===== src/rtl/minmax_tracker_8bit.sv =====
// Streaming window max tracker: finds max, first index and tie count over WIN_LEN samples
// using an external 8-bit comparator. Define CMP_ONEHOT_CHECK_EN to add the sticky err output.
module minmax_tracker_8bit #(
  parameter int WIN_LEN = 4
) (
  input  logic       clk,
  input  logic       rst,
  input  logic       in_valid,
  output logic       in_ready,
  input  logic [7:0] in_data,
  output logic [7:0] cmp_b,
  input  logic       cmp_eq,
  input  logic       cmp_gt,
  input  logic       cmp_lt,
  output logic       out_valid,
  input  logic       out_ready,
  output logic [7:0] out_max,
  output logic [7:0] out_idx,
  output logic [7:0] out_ties
`ifdef CMP_ONEHOT_CHECK_EN
  ,
  output logic       err
`endif
);

  localparam logic [7:0] LAST = 8'(WIN_LEN - 1);

  typedef enum logic [1:0] {EMPTY, ACCUM, HOLD} state_t;

  typedef struct packed {
    logic [7:0] max;
    logic [7:0] idx;
    logic [7:0] ties;
  } res_t;

  state_t     state_q, state_d;
  logic [7:0] cnt_q, cnt_d;
  res_t       res_q, res_d;
  logic       err_q, err_d;
  logic       accept;
  logic       is_gt, is_eq, flags_bad;
  logic [2:0] flags;

  assign in_ready  = (state_q != HOLD);
  assign out_valid = (state_q == HOLD);
  assign accept    = in_valid & in_ready;

  // cmp_b comes straight off the register so the external comparator sees no loop
  assign cmp_b    = res_q.max;
  assign out_max  = res_q.max;
  assign out_idx  = res_q.idx;
  assign out_ties = res_q.ties;

  assign flags = {cmp_gt, cmp_eq, cmp_lt};

`ifdef CMP_ONEHOT_CHECK_EN
  // Illegal flag combinations fall back to "less than" so the window still closes
  always_comb begin
    flags_bad = !$onehot(flags);
    is_gt     = flags[2] & ~flags_bad;
    is_eq     = flags[1] & ~flags_bad;
  end
  assign err = err_q;
`else
  always_comb begin
    flags_bad = 1'b0;
    is_gt     = 1'b0;
    is_eq     = 1'b0;
    casez (flags)
      3'b1??:  is_gt = 1'b1;
      3'b01?:  is_eq = 1'b1;
      default: ;
    endcase
  end
`endif

  always_comb begin
    state_d = state_q;
    cnt_d   = cnt_q;
    res_d   = res_q;
    err_d   = err_q;
    case (state_q)
      EMPTY: begin
        if (accept) begin
          res_d   = '{max: in_data, idx: 8'd0, ties: 8'd1};
          cnt_d   = 8'd1;
          state_d = ACCUM;
        end
      end
      ACCUM: begin
        if (accept) begin
          cnt_d = cnt_q + 8'd1;
          if (is_gt)
            res_d = '{max: in_data, idx: cnt_q, ties: 8'd1};
          else if (is_eq && res_q.ties != 8'hFF)
            res_d.ties = res_q.ties + 8'd1;
          if (flags_bad)
            err_d = 1'b1;
          if (cnt_q == LAST)
            state_d = HOLD;
        end
      end
      HOLD: begin
        // Result registers are left alone; the next EMPTY accept overwrites them
        if (out_ready) begin
          state_d = EMPTY;
          cnt_d   = 8'd0;
        end
      end
      default: state_d = EMPTY;
    endcase
  end

  always_ff @(posedge clk) begin
    if (rst) state_q <= EMPTY;
    else     state_q <= state_d;
  end

  always_ff @(posedge clk) begin
    if (rst) begin
      cnt_q <= 8'd0;
      res_q <= '0;
      err_q <= 1'b0;
    end else begin
      cnt_q <= cnt_d;
      res_q <= res_d;
      err_q <= err_d;
    end
  end

`ifndef CMP_ONEHOT_CHECK_EN
  logic unused_err;
  assign unused_err = err_q ^ err_d;
`endif

endmodule


===== config.mk =====
export PLATFORM = sky130hd
export DESIGN_NAME = minmax_tracker_8bit
export DESIGN_NICKNAME = d
export VERILOG_FILES = /design/src/rtl/minmax_tracker_8bit.sv
export SDC_FILE = /design/constraint.sdc
export NUM_CORES = 1
export LEC_CHECK = 0
export CORE_MARGIN = 2
export CORE_UTILIZATION = 47
export DETAILED_ROUTE_END_ITERATION = 6
export PLACE_DENSITY = 0.86
export SLEW_MARGIN = 30
export SYNTH_ARGS = -nofsm -noshare
export SYNTH_HDL_FRONTEND = slang
export SYNTH_SLANG_ARGS = --single-unit
export TNS_END_PERCENT = 1

===== constraint.sdc =====
create_clock -name clk -period 2.3 [get_ports clk]
set_input_delay 0.23 -clock clk [delete_from_list [all_inputs] [get_ports clk]]
set_output_delay 0.23 -clock clk [all_outputs]
set_load 0.005 [all_outputs]

# Word-level counts from Yosys, hierarchy flattened
# Index checks and enable logic that the tools add are counted.
dict set report op_classes {
  add_sub_neg 2
  n_eq_ne 12
  mux 17
  bitwise_logic 1
  n_reduce_logical 8
}
# op count
set ops {}
lappend ops {{2-to-1 mux 24 bit} 2}
lappend ops {{one-hot mux 24 bit (2 select lines)} 1}
lappend ops {{2-to-1 mux 8 bit} 5}
lappend ops {{one-hot mux 8 bit (3 select lines)} 1}
lappend ops {{adder 8 x 1 -> 8 bit (second input constant)} 2}
lappend ops {{2-to-1 mux 16 bit} 1}
lappend ops {{AND reduction 4 bit} 4}
lappend ops {{inequality test 2 bit (second input constant)} 5}
lappend ops {{== test 8 x 2 -> 1 bit (second input constant)} 1}
lappend ops {{2-to-1 mux 2 bit} 4}
lappend ops {{inequality test 8 bit (second input constant)} 1}
lappend ops {{one-hot mux 2 bit (3 select lines)} 1}
lappend ops {{== test 2 x 1 -> 1 bit (second input constant)} 2}
lappend ops {{inequality test 3 bit (second input constant)} 1}
lappend ops {{nonzero test 3 bit} 1}
lappend ops {{== test 2 bit (second input constant)} 1}
lappend ops {{logical NOT 2 bit} 1}
lappend ops {{2-to-1 mux 1 bit} 2}
lappend ops {{inequality test 2 x 1 -> 1 bit (second input constant)} 1}
lappend ops {{nonzero test 2 bit} 1}
lappend ops {{AND 1 bit} 1}
lappend ops {{logical AND 1 bit} 1}
dict set report word_totals {
  register_bits 34
  inputBits 15
  out_inout_bits 34
  elab_cells 45
}

# Depth between registers and ports, before layout
dict set report logic_depth {
  word_depth 7
  mapped_depth 8
  ltp_nobuf 6
}

# Least setup slack after synthesis
# Ideal clock, no wire load.
dict set report synth_path {
  path_kind {register to register}
  from {register state_q[0]}
  to {register res_q (netlist bit out_idx[7])}
  setup_time_ns 0.070
  arrival_ns 1.600
  required_time_ns 2.230
  path_slack_ns 0.630
  stages_incl_launch_ff 9
  n_path_buf 2
  synth_period_minus_slack_ns 1.670
  path_cell_list {dfxtp_1 > inv_1 > ha_1 > and2b_1 > and2_1 > buf_2 > buf_2 > nand3_1 > a21oi_1}
}
dict set report synth_between {
  elab_chain_len 4
  word_cells_on_any_way 10
  classes_between {eq/ne: 5; mux: 1; bitwise: 1; reduce/logical: 3}
}
# element line_no
set synth_lines {}
lappend synth_lines {{start: declaration} 36} ;# state_t state_q, state_d;
lappend synth_lines {{start signal: assignment} 116} ;# else state_q <= state_d;
lappend synth_lines {{inequality test 2 bit} 44} ;# assign in_ready = (state_q != HOLD);
lappend synth_lines {{AND 1 bit} 46} ;# assign accept = in_valid & in_ready;
lappend synth_lines {{inequality test 2 bit (no line)} n/a}
lappend synth_lines {{AND reduction 4 bit (no line)} n/a}
lappend synth_lines {{end signal: assignment} 126} ;# res_q <= res_d;
lappend synth_lines {{end: declaration} 38} ;# res_t res_q, res_d;
# Parallel ways exist; a longest one is shown, timed or not.
# A chain may end at the register's enable or synchronous reset.

# Final worst setup path
dict set report layout_path {
  from {register state_q[0]}
  to {register res_q (netlist bit out_ties[2])}
}
# Same word-level chain as after synthesis.

==> flow_metrics.env <==
export IMPL_grt_pass1_wl_mm=6.71
export IMPL_async_flop_share_pct=0
export IMPL_crit_path_top_delay_cell="o211ai_1"
export IMPL_antenna_cells=0
export IMPL_routed_wl_mm=3.86
export IMPL_finalHoldViolCount=0
export IMPL_cts_hold_fix_buffers=0
export IMPL_synth_ff_type="dfxtp_1"
export IMPL_synth_top_area_cell="dfxtp_1"
export IMPL_worstSetupPathDepth=6
export IMPL_hold_slack_ns=0.419
export IMPL_wl_per_cell_um=13.0
export IMPL_fin_skew_ns=0.00792
export IMPL_drive_above_1_share_pct=7.94
export IMPL_first_iter_violations=121
export IMPL_crit_path_cell_trace="inv_1 > ha_1 > nand3b_1 > a21o_1 > o211ai_1 > a31oi_1"
export IMPL_crit_buf_inv=1
export IMPL_synth_common_cells="nand2_1 (39), dfxtp_1 (34), a21oi_1 (25), nand3_1 (13), buf_4 (8)"
export IMPL_grt_pass1_vias=1522
export IMPL_grt_max_degree=29
export IMPL_timing_setup_tns_ns=0
export IMPL_min_path_type="primary input to flip-flop"
export IMPL_r2r_cells=6
export IMPL_period_share_pct=85.5
export IMPL_route_detailed_drc=0
export IMPL_initial_core_util_pct=49.9
export IMPL_die_area_um2=4120
export IMPL_clock_latency_ns=0.34
export IMPL_syn_nets=229
export IMPL_pre_cts_ws_ns=0.370
export IMPL_yosysWarnings=0
export IMPL_ant_nets=0
export IMPL_synth_distinct_cells=45
export IMPL_seqPwrFrac_pct=42.9
export IMPL_hpwl_mm=2.76
export IMPL_post_cts_buffers=0
export IMPL_maxSlewViolCount=0
export IMPL_maxCapViolations=0
export IMPL_clkPwrFrac_pct=28.1
export IMPL_portBuffers=47
export IMPL_p_per_area_nw_per_um2=684
export IMPL_max_freq_mhz=509
export IMPL_overflow=0
export IMPL_postSynthAreaPerCell_um2=8.15
export IMPL_critPathKind="flip-flop to flip-flop"
export IMPL_critPathArrivalTime_ns=2.17
export IMPL_layout_min_cycle_time_ns=1.97
export IMPL_critPathMaxFanout=7
export IMPL_nNetsFinal=271
export IMPL_worstMarginPinSlew_ns=0.544
export IMPL_clk_path_buf_depth=2
export IMPL_gp_congestion=0.885
export IMPL_synthTopCellsByArea="dfxtp_1 (40%), nand2_1 (8.6%), a21oi_1 (7.3%)"
export IMPL_post_cts_resized=0
export IMPL_cts_inserted_buffers=5
export IMPL_synth_area_um2=1700
export IMPL_rows=21
export IMPL_ctsHtreeMaxLevel=2
export IMPL_swShare_pct=30.6
export IMPL_seq_area_frac_synth_pct=40.0
export IMPL_rsz0062_at_grt="false"
export IMPL_ctsRootBufferMaster="clkbuf_4"
export IMPL_p_leak_nw=0.771
export IMPL_power_mw=1.54
export IMPL_die_h_um=64.2
export IMPL_area_growth_pct=31.9
export IMPL_setup_slack_ns=0.335
export IMPL_ir_worst_vdd_v=0.000359
export IMPL_cts_sinks=34
export IMPL_status="complete, no violations"
export IMPL_num_vias=1679
export IMPL_power_frac_comb_pct=29.0
export IMPL_ios=49
export IMPL_relSlewSlack_pct=63.6
export IMPL_p_int_mw=1.07
export IMPL_antenna_found_initial=0
export IMPL_power_net_switching_uw=470
export IMPL_yosysMostFrequentCell="nand2_1"
export IMPL_cp_start_kind="flip-flop"
export IMPL_cts_tree="done"
export IMPL_end_kind="flip-flop"
export IMPL_synth_seq_cells=34
export IMPL_path_delay_family="compound AO/OA/AOI/OAI gates"
export IMPL_hold_path_depth=3
export IMPL_fp_dieW_um=64.2
export IMPL_clk_pin_slew_worst_paths_ns=0.10
export IMPL_fillers=305
export IMPL_synth_edf_count=0
export IMPL_final_setup_viol_count=0
export IMPL_core_area_um2=3420
export IMPL_first_pass_iters=4
export IMPL_synthCells=209
export IMPL_track_usage_pct=20.7
export IMPL_fin_cells=298
export IMPL_synth_top_cell_area_share_pct=40.0
export IMPL_max_stage_delay_ns=0.46
export IMPL_placedCellCount=290
export IMPL_cp_required_ns=2.50
export IMPL_viasPerCell=5.63
flip-flops by register name, summed over array words and instances, names as in the netlist:
name	count
out_ties	8
cnt_q	8
out_idx	8
cmp_b	8
state_q	2
tightest hold or removal path: stages:
cell,delay [ns]
clkdlybuf4s50_1,0.39
nand2_1,0.06
a21oi_1,0.05
per-stage QoR:
stage,util [%],cell area [µm²]
detailed placement,63.6,2170
floorplan,-,1700
finish,65.8,2250
global route,65.8,2250
global placement,63.6,2170
CTS,65.8,2250
placed cells by master (no fill, tap or decap), types with 3 or more instances in the layout:
| cell type | count |
|---|---|
| clkbuf_4 | 5 |
| nor3_1 | 6 |
| nand2_1 | 39 |
| o21ai_0 | 3 |
| a21oi_1 | 25 |
| o211ai_1 | 3 |
| a41oi_1 | 3 |
| clkdlybuf4s50_1 | 47 |
| dfxtp_1 | 34 |
| mux2i_1 | 3 |
| inv_1 | 5 |
| a211oi_1 | 4 |
| nand3_1 | 13 |
| a31oi_1 | 7 |
| ha_1 | 5 |
| nand2b_1 | 4 |
| buf_4 | 5 |
| nor2_1 | 5 |
metal layers:
layer / vias to the layer above / global-route usage [%] / routed length (µm)
met5: - / 0 / 0
met4: 0 / 9.04 / 75
met3: 9 / 6.34 / 230
met2: 57 / 35.3 / 1900
met1: 782 / 23.7 / 1650
li1: 831 / - / -
worst paths after layout:
kind / start / end / slack (ns)
setup / recovery: state_q[0] / out_ties[2] / 0.33
hold / removal: in_data[2] / cmp_b[2] / 0.42
setup reg to reg: state_q[0] / out_ties[2] / 0.33
hold reg to reg: out_idx[3] / out_idx[3] / 0.46
cell type report:
type | count | area (µm²) | share of cell area (%)
Clock buffer | 7 | 45.0 | 2.01
Clock inverter | 1 | 30.0 | 1.34
Inverter | 6 | 22.5 | 1.00
Multi-Input combinational cell | 152 | 902 | 40.2
Sequential cell | 34 | 681 | 30.3
Tap cell | 46 | 57.6 | 2.56
Timing Repair Buffer | 52 | 508 | 22.6
power groups by stage:
stage	clock [mW]	sequential [mW]	combinational [mW]
after global routing	0.467	0.666	0.490
after detailed placement	0	0.673	0.443
after floorplan	0	0.668	0.290
final	0.431	0.659	0.446
after global placement	0	0.669	0.439
after CTS	0.445	0.659	0.447
cells by family after synthesis:
| kind of cell | synth area share [%] |
|---|---|
| simple gates | 24.0 |
| compound gates | 22.9 |
| flops | 40.0 |
| buf+inv | 7.05 |
| fa+ha+maj | 3.67 |
| mux | 2.42 |
Note: power is estimated with default switching activity, not from simulation.
